**src/rtl/addr_xlate_unit.sv**
```systemverilog
// Registered virtual-to-physical address translation with a programmable region table,
// per-region store permission, access faults and a lossless valid/ready output with skid.
module addr_xlate_unit #(
  parameter int ADDR_W      = 64,
  parameter int NUM_REGIONS = 4,
  parameter int PASSTHRU    = 1,
  localparam int RI_W       = (NUM_REGIONS > 1) ? $clog2(NUM_REGIONS) : 1
) (
  input  logic              clk,
  input  logic              rst,
  input  logic              cfg_we,
  input  logic [RI_W-1:0]   cfg_idx,
  input  logic              cfg_en,
  input  logic              cfg_wr_ok,
  input  logic [ADDR_W-1:0] cfg_base,
  input  logic [ADDR_W-1:0] cfg_mask,
  input  logic [ADDR_W-1:0] cfg_offset,
  input  logic              req_valid,
  output logic              req_ready,
  input  logic [ADDR_W-1:0] req_vaddr,
  input  logic              req_we,
  output logic              resp_valid,
  input  logic              resp_ready,
  output logic [ADDR_W-1:0] resp_paddr,
  output logic              resp_fault,
  output logic [RI_W-1:0]   resp_region,
  output logic [15:0]       fault_cnt
);

  logic              en_q     [NUM_REGIONS];
  logic              en_d     [NUM_REGIONS];
  logic              wr_ok_q  [NUM_REGIONS];
  logic              wr_ok_d  [NUM_REGIONS];
  logic [ADDR_W-1:0] base_q   [NUM_REGIONS];
  logic [ADDR_W-1:0] base_d   [NUM_REGIONS];
  logic [ADDR_W-1:0] mask_q   [NUM_REGIONS];
  logic [ADDR_W-1:0] mask_d   [NUM_REGIONS];
  logic [ADDR_W-1:0] offset_q [NUM_REGIONS];
  logic [ADDR_W-1:0] offset_d [NUM_REGIONS];

  logic              out_valid_q, out_valid_d;
  logic [ADDR_W-1:0] out_paddr_q, out_paddr_d;
  logic              out_fault_q, out_fault_d;
  logic [RI_W-1:0]   out_region_q, out_region_d;
  logic              skid_valid_q, skid_valid_d;
  logic [ADDR_W-1:0] skid_paddr_q, skid_paddr_d;
  logic              skid_fault_q, skid_fault_d;
  logic [RI_W-1:0]   skid_region_q, skid_region_d;
  logic [15:0]       fault_cnt_q, fault_cnt_d;

  logic              hit_any_s;
  logic [RI_W-1:0]   hit_idx_s;
  logic [ADDR_W-1:0] new_paddr_s;
  logic              new_fault_s;
  logic [RI_W-1:0]   new_region_s;
  logic              accept_s;
  logic              out_fire_s;

  // Table write: entries whose index never equals cfg_idx stay untouched, so
  // out-of-range indices are ignored without an explicit bound check.
  always_comb begin
    for (int i = 0; i < NUM_REGIONS; i++) begin
      en_d[i]     = en_q[i];
      wr_ok_d[i]  = wr_ok_q[i];
      base_d[i]   = base_q[i];
      mask_d[i]   = mask_q[i];
      offset_d[i] = offset_q[i];
      if (cfg_we && (cfg_idx == RI_W'(i))) begin
        en_d[i]     = cfg_en;
        wr_ok_d[i]  = cfg_wr_ok;
        base_d[i]   = cfg_base;
        mask_d[i]   = cfg_mask;
        offset_d[i] = cfg_offset;
      end else begin
        en_d[i]     = en_q[i];
      end
    end
  end

  // Priority match: scanning downward leaves the lowest hitting index selected.
  always_comb begin
    hit_any_s = 1'b0;
    hit_idx_s = {RI_W{1'b0}};
    for (int i = NUM_REGIONS - 1; i >= 0; i--) begin
      if (en_q[i] && ((req_vaddr & mask_q[i]) == (base_q[i] & mask_q[i]))) begin
        hit_any_s = 1'b1;
        hit_idx_s = RI_W'(i);
      end else begin
        hit_any_s = hit_any_s;
      end
    end
  end

  // Translate at acceptance time so queued results are immune to later config writes.
  always_comb begin
    new_paddr_s  = req_vaddr;
    new_fault_s  = (PASSTHRU == 0);
    new_region_s = {RI_W{1'b0}};
    if (hit_any_s) begin
      new_paddr_s  = (offset_q[hit_idx_s] & mask_q[hit_idx_s]) |
                     (req_vaddr & ~mask_q[hit_idx_s]);
      new_fault_s  = req_we & ~wr_ok_q[hit_idx_s];
      new_region_s = hit_idx_s;
    end else begin
      new_paddr_s  = req_vaddr;
    end
  end

  assign accept_s   = req_valid & ~skid_valid_q;
  assign out_fire_s = out_valid_q & resp_ready;

  // Output register plus skid; the skid only fills while the output is stalled.
  always_comb begin
    out_valid_d   = out_valid_q;
    out_paddr_d   = out_paddr_q;
    out_fault_d   = out_fault_q;
    out_region_d  = out_region_q;
    skid_valid_d  = skid_valid_q;
    skid_paddr_d  = skid_paddr_q;
    skid_fault_d  = skid_fault_q;
    skid_region_d = skid_region_q;
    if (out_fire_s || !out_valid_q) begin
      if (skid_valid_q) begin
        out_valid_d  = 1'b1;
        out_paddr_d  = skid_paddr_q;
        out_fault_d  = skid_fault_q;
        out_region_d = skid_region_q;
        skid_valid_d = 1'b0;
      end else if (accept_s) begin
        out_valid_d  = 1'b1;
        out_paddr_d  = new_paddr_s;
        out_fault_d  = new_fault_s;
        out_region_d = new_region_s;
      end else begin
        out_valid_d  = 1'b0;
      end
    end else if (accept_s) begin
      skid_valid_d  = 1'b1;
      skid_paddr_d  = new_paddr_s;
      skid_fault_d  = new_fault_s;
      skid_region_d = new_region_s;
    end else begin
      skid_valid_d  = skid_valid_q;
    end
  end

  // Saturating count of faulted responses taken by the consumer.
  always_comb begin
    fault_cnt_d = fault_cnt_q;
    if (out_fire_s && out_fault_q && (fault_cnt_q != 16'hFFFF)) begin
      fault_cnt_d = fault_cnt_q + 16'd1;
    end else begin
      fault_cnt_d = fault_cnt_q;
    end
  end

  // State registers.
  always_ff @(posedge clk or posedge rst) begin
    if (rst) begin
      for (int i = 0; i < NUM_REGIONS; i++) begin
        en_q[i]     <= 1'b0;
        wr_ok_q[i]  <= 1'b0;
        base_q[i]   <= {ADDR_W{1'b0}};
        mask_q[i]   <= {ADDR_W{1'b0}};
        offset_q[i] <= {ADDR_W{1'b0}};
      end
      out_valid_q   <= 1'b0;
      out_paddr_q   <= {ADDR_W{1'b0}};
      out_fault_q   <= 1'b0;
      out_region_q  <= {RI_W{1'b0}};
      skid_valid_q  <= 1'b0;
      skid_paddr_q  <= {ADDR_W{1'b0}};
      skid_fault_q  <= 1'b0;
      skid_region_q <= {RI_W{1'b0}};
      fault_cnt_q   <= 16'd0;
    end else begin
      for (int i = 0; i < NUM_REGIONS; i++) begin
        en_q[i]     <= en_d[i];
        wr_ok_q[i]  <= wr_ok_d[i];
        base_q[i]   <= base_d[i];
        mask_q[i]   <= mask_d[i];
        offset_q[i] <= offset_d[i];
      end
      out_valid_q   <= out_valid_d;
      out_paddr_q   <= out_paddr_d;
      out_fault_q   <= out_fault_d;
      out_region_q  <= out_region_d;
      skid_valid_q  <= skid_valid_d;
      skid_paddr_q  <= skid_paddr_d;
      skid_fault_q  <= skid_fault_d;
      skid_region_q <= skid_region_d;
      fault_cnt_q   <= fault_cnt_d;
    end
  end

  assign req_ready   = ~skid_valid_q;
  assign resp_valid  = out_valid_q;
  assign resp_paddr  = out_paddr_q;
  assign resp_fault  = out_fault_q;
  assign resp_region = out_region_q;
  assign fault_cnt   = fault_cnt_q;

endmodule
```
**config.mk**
```make
export PLATFORM = sky130hd
export DESIGN_NAME = addr_xlate_unit
export DESIGN_NICKNAME = d
export VERILOG_FILES = /design/src/rtl/addr_xlate_unit.sv
export SDC_FILE = /design/constraint.sdc
export NUM_CORES = 2
export LEC_CHECK = 0
export ABC_AREA = 1
export CAP_MARGIN = 10
export CORE_MARGIN = 10
export CORE_UTILIZATION = 58
export CTS_BUF_LIST = sky130_fd_sc_hd__clkbuf_8 sky130_fd_sc_hd__clkbuf_16
export CTS_CLUSTER_DIAMETER = 120
export DETAILED_ROUTE_END_ITERATION = 8
export GPL_TIMING_DRIVEN = 0
export PLACE_DENSITY = 0.88
export SKIP_LAST_GASP = 1
export SLEW_MARGIN = 20
export SYNTH_ARGS = -nofsm -noshare
export SYNTH_HDL_FRONTEND = slang
export SYNTH_SLANG_ARGS = --single-unit
```
**constraint.sdc**
```tcl
create_clock -name clk -period 45.8 [get_ports clk]
set_input_delay 9.16 -clock clk [delete_from_list [all_inputs] [get_ports clk]]
set_output_delay 9.16 -clock clk [all_outputs]
set_load 0.05 [all_outputs]
```
; ---- Word level (Yosys, flattened, before mapping)
; Index checks and enable logic that the tools add are counted.
; Widths: inputs -> output; s select.
[word_totals]
mem_bits_ro = 0
regBits = 928
mem_bits_rw = 0
memories = 0
latch_bits = 0
[classes]
n_bitwise = 19
n_div = 0
n_shift = 0
add_sub_neg = 1
muxes = 30
multipliers = 0
n_lt_le_gt_ge = 1
n_reduce_logical = 17
eq_ne = 8
[op_table]
columns = op, count
row1 = $and 64x64->64, 10
row2 = $mux 64, 7
row3 = $bmux 64 s2, 2
row4 = $eq 64x64->1, 4
row5 = $not 64->64, 1
row6 = $or 64x64->64, 1
row7 = $add 16x1->16 const B, 1
row8 = $ne 16x16->1 const B, 1
row9 = $mux 2, 7
row10 = $mux 1, 13
row11 = $logic_and 1x1->1, 10
row12 = $eq 2x2->1 const B, 2
row13 = $reduce_and 2->1, 2
row14 = $reduce_bool 2->1, 2
row15 = $and 1x1->1, 3
row16 = $ge 3x3->1 const B, 1
row17 = $not 1->1, 3
row18 = $not 2->3, 1
row19 = $bmux 1 s2, 1
row20 = $eq 2x1->1 const B, 1
row21 = $logic_not 2->1, 1
row22 = $logic_not 1->1, 1
row23 = $logic_or 1x1->1, 1

; ---- Logic depth before layout (Yosys ltp)
[depth]
word_depth = 17
mapped_depth = 24
mapped_depth_nobuf = 21

; ---- Worst setup path after synthesis
; Ideal clock, no wire load.
[synth_path]
path_type = input to register
startpoint = input req_vaddr[55]
endpoint = register out_paddr_q[1] (netlist: resp_paddr[1])
arrival_time_ps = 11005
path_slack_ps = 34677
path_buffers = 3
cell_stages = 22
cell_sequence = buf_2 -> or2_0 -> nand2_1 -> nand2_1 -> nor2_1 -> nand2_1 -> nor2_1 -> nand3_1 -> nor2_1 -> nand2_1 -> nand2_2 -> buf_4 -> buf_2 -> nand3_1 -> nand3_1 -> nand2_1 -> nand2_1 -> nand2_1 -> nand2_1 -> nand2_1 -> nand2_1 -> nand2_1
[synth_between]
elab_chain_cells = 17
word_cells_on_any_way = 34
cone_classes = 4 x eq/ne / 17 x mux / 9 x bitwise / 4 x reduce/logical
[synth_lines]
columns = item, line
row1 = from (decl), 20  ; input logic [ADDR_W-1:0] req_vaddr,
row2 = $and 64x64->64, 85  ; if (en_q[i] && ((req_vaddr & mask_q[i]) == (base_q[i] & mask_q[i]))) begin
row3 = $eq 64x64->1, 85
row4 = $logic_and 1x1->1, 85
row5 = $mux 2 (4 in a row), 85
row6 = $not 2->3 (not written as such), "100, 101"
row7 = $bmux 64 s2, "100, 101"
row8 = $mux 64 (not written as such) (2 in a row), "100, 101"
row9 = $not 64->64, 101  ; (req_vaddr & ~mask_q[hit_idx_s]);
row10 = $and 64x64->64, 101
row11 = $or 64x64->64, 100  ; new_paddr_s = (offset_q[hit_idx_s] & mask_q[hit_idx_s]) |
row12 = $mux 64 (*), 99  ; if (hit_any_s) begin
row13 = $mux 64 (*), 129  ; end else if (accept_s) begin
row14 = $mux 64 (*), 123  ; if (skid_valid_q) begin
row15 = to (signal assigned), 168  ; out_paddr_q <= {ADDR_W{1'b0}};
row16 = to (signal assigned), 185  ; out_paddr_q <= out_paddr_d;
row17 = to (decl), 42  ; logic [ADDR_W-1:0] out_paddr_q, out_paddr_d;
; Every way passes the cells marked *; elsewhere a longest branch is shown, timed or not. The select of a mux whose other input is x is not followed.
; A chain may end at the register's enable or synchronous reset.

; ---- Worst setup path after layout
[layout_path]
startpoint = input req_vaddr[9]
endpoint = register out_paddr_q[16] (netlist: resp_paddr[16])
; Same word-level chain as after synthesis.

==> results by stage <==
Critical path:
- The critical path goes through clkdlybuf4s50_1 > o21ai_0 > a21oi_1 > nor2_1 > nand2_1 > nor2_1 > nand2_1 > nor2_1 > nand3_2 > clkbuf_1 > clkbuf_1 > nand3b_1 > nand3_1 > nand2_1 > nand2_1 > nand2_1 > nand2_1 > nand2_1 > nand2_1 > nand2_1.
- The critical path endpoint category is a flip-flop.
- The number of cells on the worst reg-to-reg path is 18.
- The startpoint type of the worst setup path is an input pin.
- The required time at the endpoint of the critical path is between 40000 and 50000 ps.
- The worst setup path is of the input pin to flip-flop kind.
- The arrival time of data at the critical path endpoint is roughly 14000 ps.
- The longest individual stage delay on the worst path is just under 1000 ps.
- The startpoint of the most critical setup path is req_vaddr[9].
- The reg-to-reg setup timing slack is just over 40000 ps.
- For this design, the slowest cell found on the critical path is sky130_fd_sc_hd__clkbuf_1.
- Among the stages of the critical path, the cell type that occurs most often is sky130_fd_sc_hd__nand2_1.
- The startpoint identified for the worst register-to-register timing path is base_q[218]$_DFFE_PP0P_.
- The maximum net fanout on the critical path is 10.
- The capturing point of the worst reg2reg path is resp_paddr[16]$_DFFE_PP0P_.

Finish:
- The sequential standard cell area is ~23000 sq um.
- The non-filler instance count after layout is 7981.
- Summing all multi-input logic gate instances after layout gives approximately 18000 sq um.
- For this run, the post-layout net count is between 7k and 8k.
- The finished layout cell area is 54600 sq um.
- The library cells used most frequently in the layout, excluding fill and tap cells, are sky130_fd_sc_hd__nand2_1 (2008), sky130_fd_sc_hd__dfrtp_1 (928), sky130_fd_sc_hd__o21ai_0 (912).
- The share of cells above drive strength 1 is ~4.3%.
- The filler cell count is roughly 6.6k.
- Compared with the post-synthesis result, the final layout area differs by 17.4%.
- The post-layout utilization of the core is 68.9%.
- The library cell used most frequently in the layout, excluding fill and tap cells, is sky130_fd_sc_hd__nand2_1.

Routing:
- The sum of routed wire segments on met1 is between 70000 and 80000 um.
- The detailed-router iteration count before antenna repair is 7.
- For this block, the initial DRC count from the detailed router was roughly 7.5k.
- After detailed routing, the met2 layer carries 78200 um of wire.
- The routed wire length per instance is 24.5 um.
- The detail route stage leaves a number of antenna-violating nets equal to 0.
- The met3 wire length is between 20000 and 30000 um.
- Using the TritonRoute via totals, the vias-per-cell ratio works out to slightly below 6.
- In this run the top signal layer used is met5.
- The routed layout has approximately 48k vias.
- The final wirelength is 196000 um.
- The remaining design rule violation count is 0.

Die:
- The floorplan step defined a core boundary enclosing between 70000 and 80000 sq um.
- The number of placement rows is a little over 100.
- The initial core utilization is between 50% and 60%.
- The floorplan step set the die height to just over 300 um.
- The die covers 92000 sq um.
- In this run the horizontal extent of the chip is 303 um.
- The count of pins on the block boundary is approximately 350.

Global route:
- The maximum number of pins on one net before global-route repair is around 110.
- After global routing the overflow that remains totals 0.
- The global-route wire length before repair is 285000 um.
- The number of global-route vias before repair is about 44k.
- Global routing used between 40% and 50% of the available tracks across all layers.
- The number of antenna violations at the first check in global routing is 20.

STA:
- The final number of hold-violating endpoints is 0.
- The tightest hold margin is roughly 480 ps.
- Counting I/O delays and the setup requirement, the final critical path takes about 13000 ps.
- The setup clock skew after layout is 29.6 ps.
- The final critical path takes up 29.4% of the cycle.
- Adding up every negative setup slack in the final design gives 0 ps.
- In this run the tightest slew margin relative to its limit is 12.9%.
- The final worst slack is 32360 ps.
- Setup repair after global routing left no endpoint under its margin.
- At the pin with the least slew margin, the transition time is 1310 ps.
- Setup violations remaining at the end of the flow were counted as 0.
- The timing-limited maximum frequency is around 0.074 GHz.
- The number of pins exceeding their max-slew limit in the final report is 0.

Worst hold path:
- The min-delay analysis places its worst path in the category flip-flop to flip-flop.
- The count of cells along the worst hold path is 2.
- The hold path startpoint is resp_paddr[55]$_DFFE_PP0P_.
- The endpoint with the worst hold slack is resp_paddr[55]$_DFFE_PP0P_.

Yosys:
- The most frequently used flop master after synthesis is sky130_fd_sc_hd__dfrtp_1.
- The cell area after synthesis is between 40000 and 50000 sq um.
- After synthesis, the cell types taking the most area are sky130_fd_sc_hd__dfrtp_1 (50%), sky130_fd_sc_hd__nand2_1 (16%), sky130_fd_sc_hd__o21ai_0 (9.8%).
- Of the synthesized area, sequential elements account for between 40% and 50%.
- The synthesized design contains 0 enable-type register cells.
- The synthesis warning total is 0.
- The fraction of registers with async set/reset is 100%.
- In this run the biggest area consumer among cell types represents around half of the synthesized area.
- Counting flops and latches in the post-synthesis netlist gives approximately 930.
- The synthesized area per cell is a little over 7 sq um.
- The post-synthesis cell count is ~6.4k.
- Counting every net in the synthesized netlist gives about 6.7k.
- After synthesis, the netlist uses 34 different library cells.
- The largest area contributor in the synthesized netlist is sky130_fd_sc_hd__dfrtp_1.

Clocking:
- The largest buffer count on any clock path is 3.
- Clock-pin slew was measured on the worst setup and hold paths at 60 ps.
- The clock sink total is between 900 and 1k.
- For the worst-skew pair, the clock arrives at the later sink with an insertion delay of 690 ps.
- The count of hold buffers inserted by post-cts repair is 0.
- The number of buffers added by the clock tree synthesis step is 99.
- The number of buffers added for setup after CTS is 0.
- The H-tree depth is 3.
- The CTS root buffer is sky130_fd_sc_hd__clkbuf_16.
- The post-cts repair resize count is 0.
- TritonCTS built the clock tree.

Power and ir drop:
- The sum of internal, switching and leakage power is between 2 and 2.5 mW.
- IR analysis of the VDD net gives a maximum drop of between 0.03 and 0.04 mV.
- The total leakage power is approximately 29 nW.
- Power spread over the standard cell area amounts to approximately 44 nW/um^2.

Placed design:
- At the end of routability-driven placement, the weighted congestion stood at around 1.0.
- The number of cells in the design after placement is a little under 8k.
- The worst slack at placement is about 32000 ps.
- Buffers placed on the I/O ports in this run total roughly 320.
- After legalization and detailed placement, the total HPWL measured 146000 um.
- In this run the cell area measured after placement is around 51000 sq um.

Status:
- The run finished with clean final reports.

Run:
- The count of maximum capacitance violations is 0.
[power breakdown]
| group | switching [mW] | total (mW) | internal, mW |
|---|---|---|---|
| clock | 0.348 | 0.825 | 0.477 |
| combinational | 0.361 | 0.526 | 0.165 |
| sequential | 0.0945 | 1.05 | 0.955 |
[synth_stat cells, types with 2 or more instances]
cell type	count
sky130_fd_sc_hd__nand2_1	2008
sky130_fd_sc_hd__dfrtp_1	928
sky130_fd_sc_hd__o21ai_0	912
sky130_fd_sc_hd__inv_1	863
sky130_fd_sc_hd__nand3_1	609
sky130_fd_sc_hd__nor2_1	415
sky130_fd_sc_hd__clkbuf_1	230
sky130_fd_sc_hd__a21oi_1	119
sky130_fd_sc_hd__buf_2	100
sky130_fd_sc_hd__o21ai_1	69
sky130_fd_sc_hd__nand3b_1	53
sky130_fd_sc_hd__buf_4	19
sky130_fd_sc_hd__buf_1	18
sky130_fd_sc_hd__nand4_1	16
sky130_fd_sc_hd__xnor2_1	9
sky130_fd_sc_hd__xor2_1	9
sky130_fd_sc_hd__inv_2	7
sky130_fd_sc_hd__nor3_1	4
sky130_fd_sc_hd__nand2_2	3
sky130_fd_sc_hd__clkbuf_2	2
sky130_fd_sc_hd__nor4_1	2
sky130_fd_sc_hd__or2_0	2
sky130_fd_sc_hd__or2_1	2
[cell type report]
cell class / count / share of cell area, %
sequential: 928 / 42.5
multi-input combinational: 4241 / 33.8
timing repair buffer: 325 / 6.24
inverter: 871 / 6.00
clock buffer: 124 / 5.22
buffer: 370 / 2.93
tap: 1050 / 2.40
clock inverter: 54 / 0.849
antenna: 18 / 0.0824
[critical path, delay by kind of cell]
family	cells	cell delay, ps
AO/OA/AOI/OAI	2	640
AND/OR/NAND/NOR	15	1810
buffers and inverters	3	2390
[worst max path at each step]
| stage | depth (start not counted) | endpoint | slack [ps] |
|---|---|---|---|
| final | 20 | resp_paddr[16]$_DFFE_PP0P_ | 32360 |
| after global routing | 20 | resp_paddr[15]$_DFFE_PP0P_ | 32460 |
| after CTS | 19 | resp_paddr[19]$_DFFE_PP0P_ | 32800 |
| after detailed placement | 20 | resp_paddr[16]$_DFFE_PP0P_ | 32130 |
| after global placement | 2 | base_q[98]$_DFFE_PP0P_ | 100 |
| after floorplan | 1 | base_q[0]$_DFFE_PP0P_ | 10550 |
[sequential cells by signal (all words and copies together) (netlist names)]
register / cells
resp_paddr: 64
skid_valid_q: 1
resp_region: 2
en_q: 4
wr_ok_q: 4
skid_fault_q: 1
fault_cnt: 16
skid_region_q: 2
resp_fault: 1
resp_valid: 1
skid_paddr_q: 64
mask_q: 256
base_q: 256
offset_q: 256
[kinds of logic (layout without fill, tap and decap cells)]
| group | Yosys count | after routing | synth area share, % |
|---|---|---|---|
| simple gates | 3118 | 3118 | 27.4 |
| buf+inv | 1241 | 1744 | 10.5 |
| compound gates | 1104 | 1104 | 11.9 |
| flops | 928 | 928 | 49.9 |
| xor+xnor | 18 | 18 | 0.339 |
| fa+ha+maj | 1 | 1 | 0.0269 |
| other cells | 0 | 18 | 0 |
[layer usage]
layer / GRT usage [%] / up-vias
li1: - / 20882
met1: 54.2 / 22498
met3: 15.9 / 688
met4: 29.8 / 12
met5: 0 / -
met2: 57.1 / 3549
No activity file was read; power rests on OpenSTA's default activity.
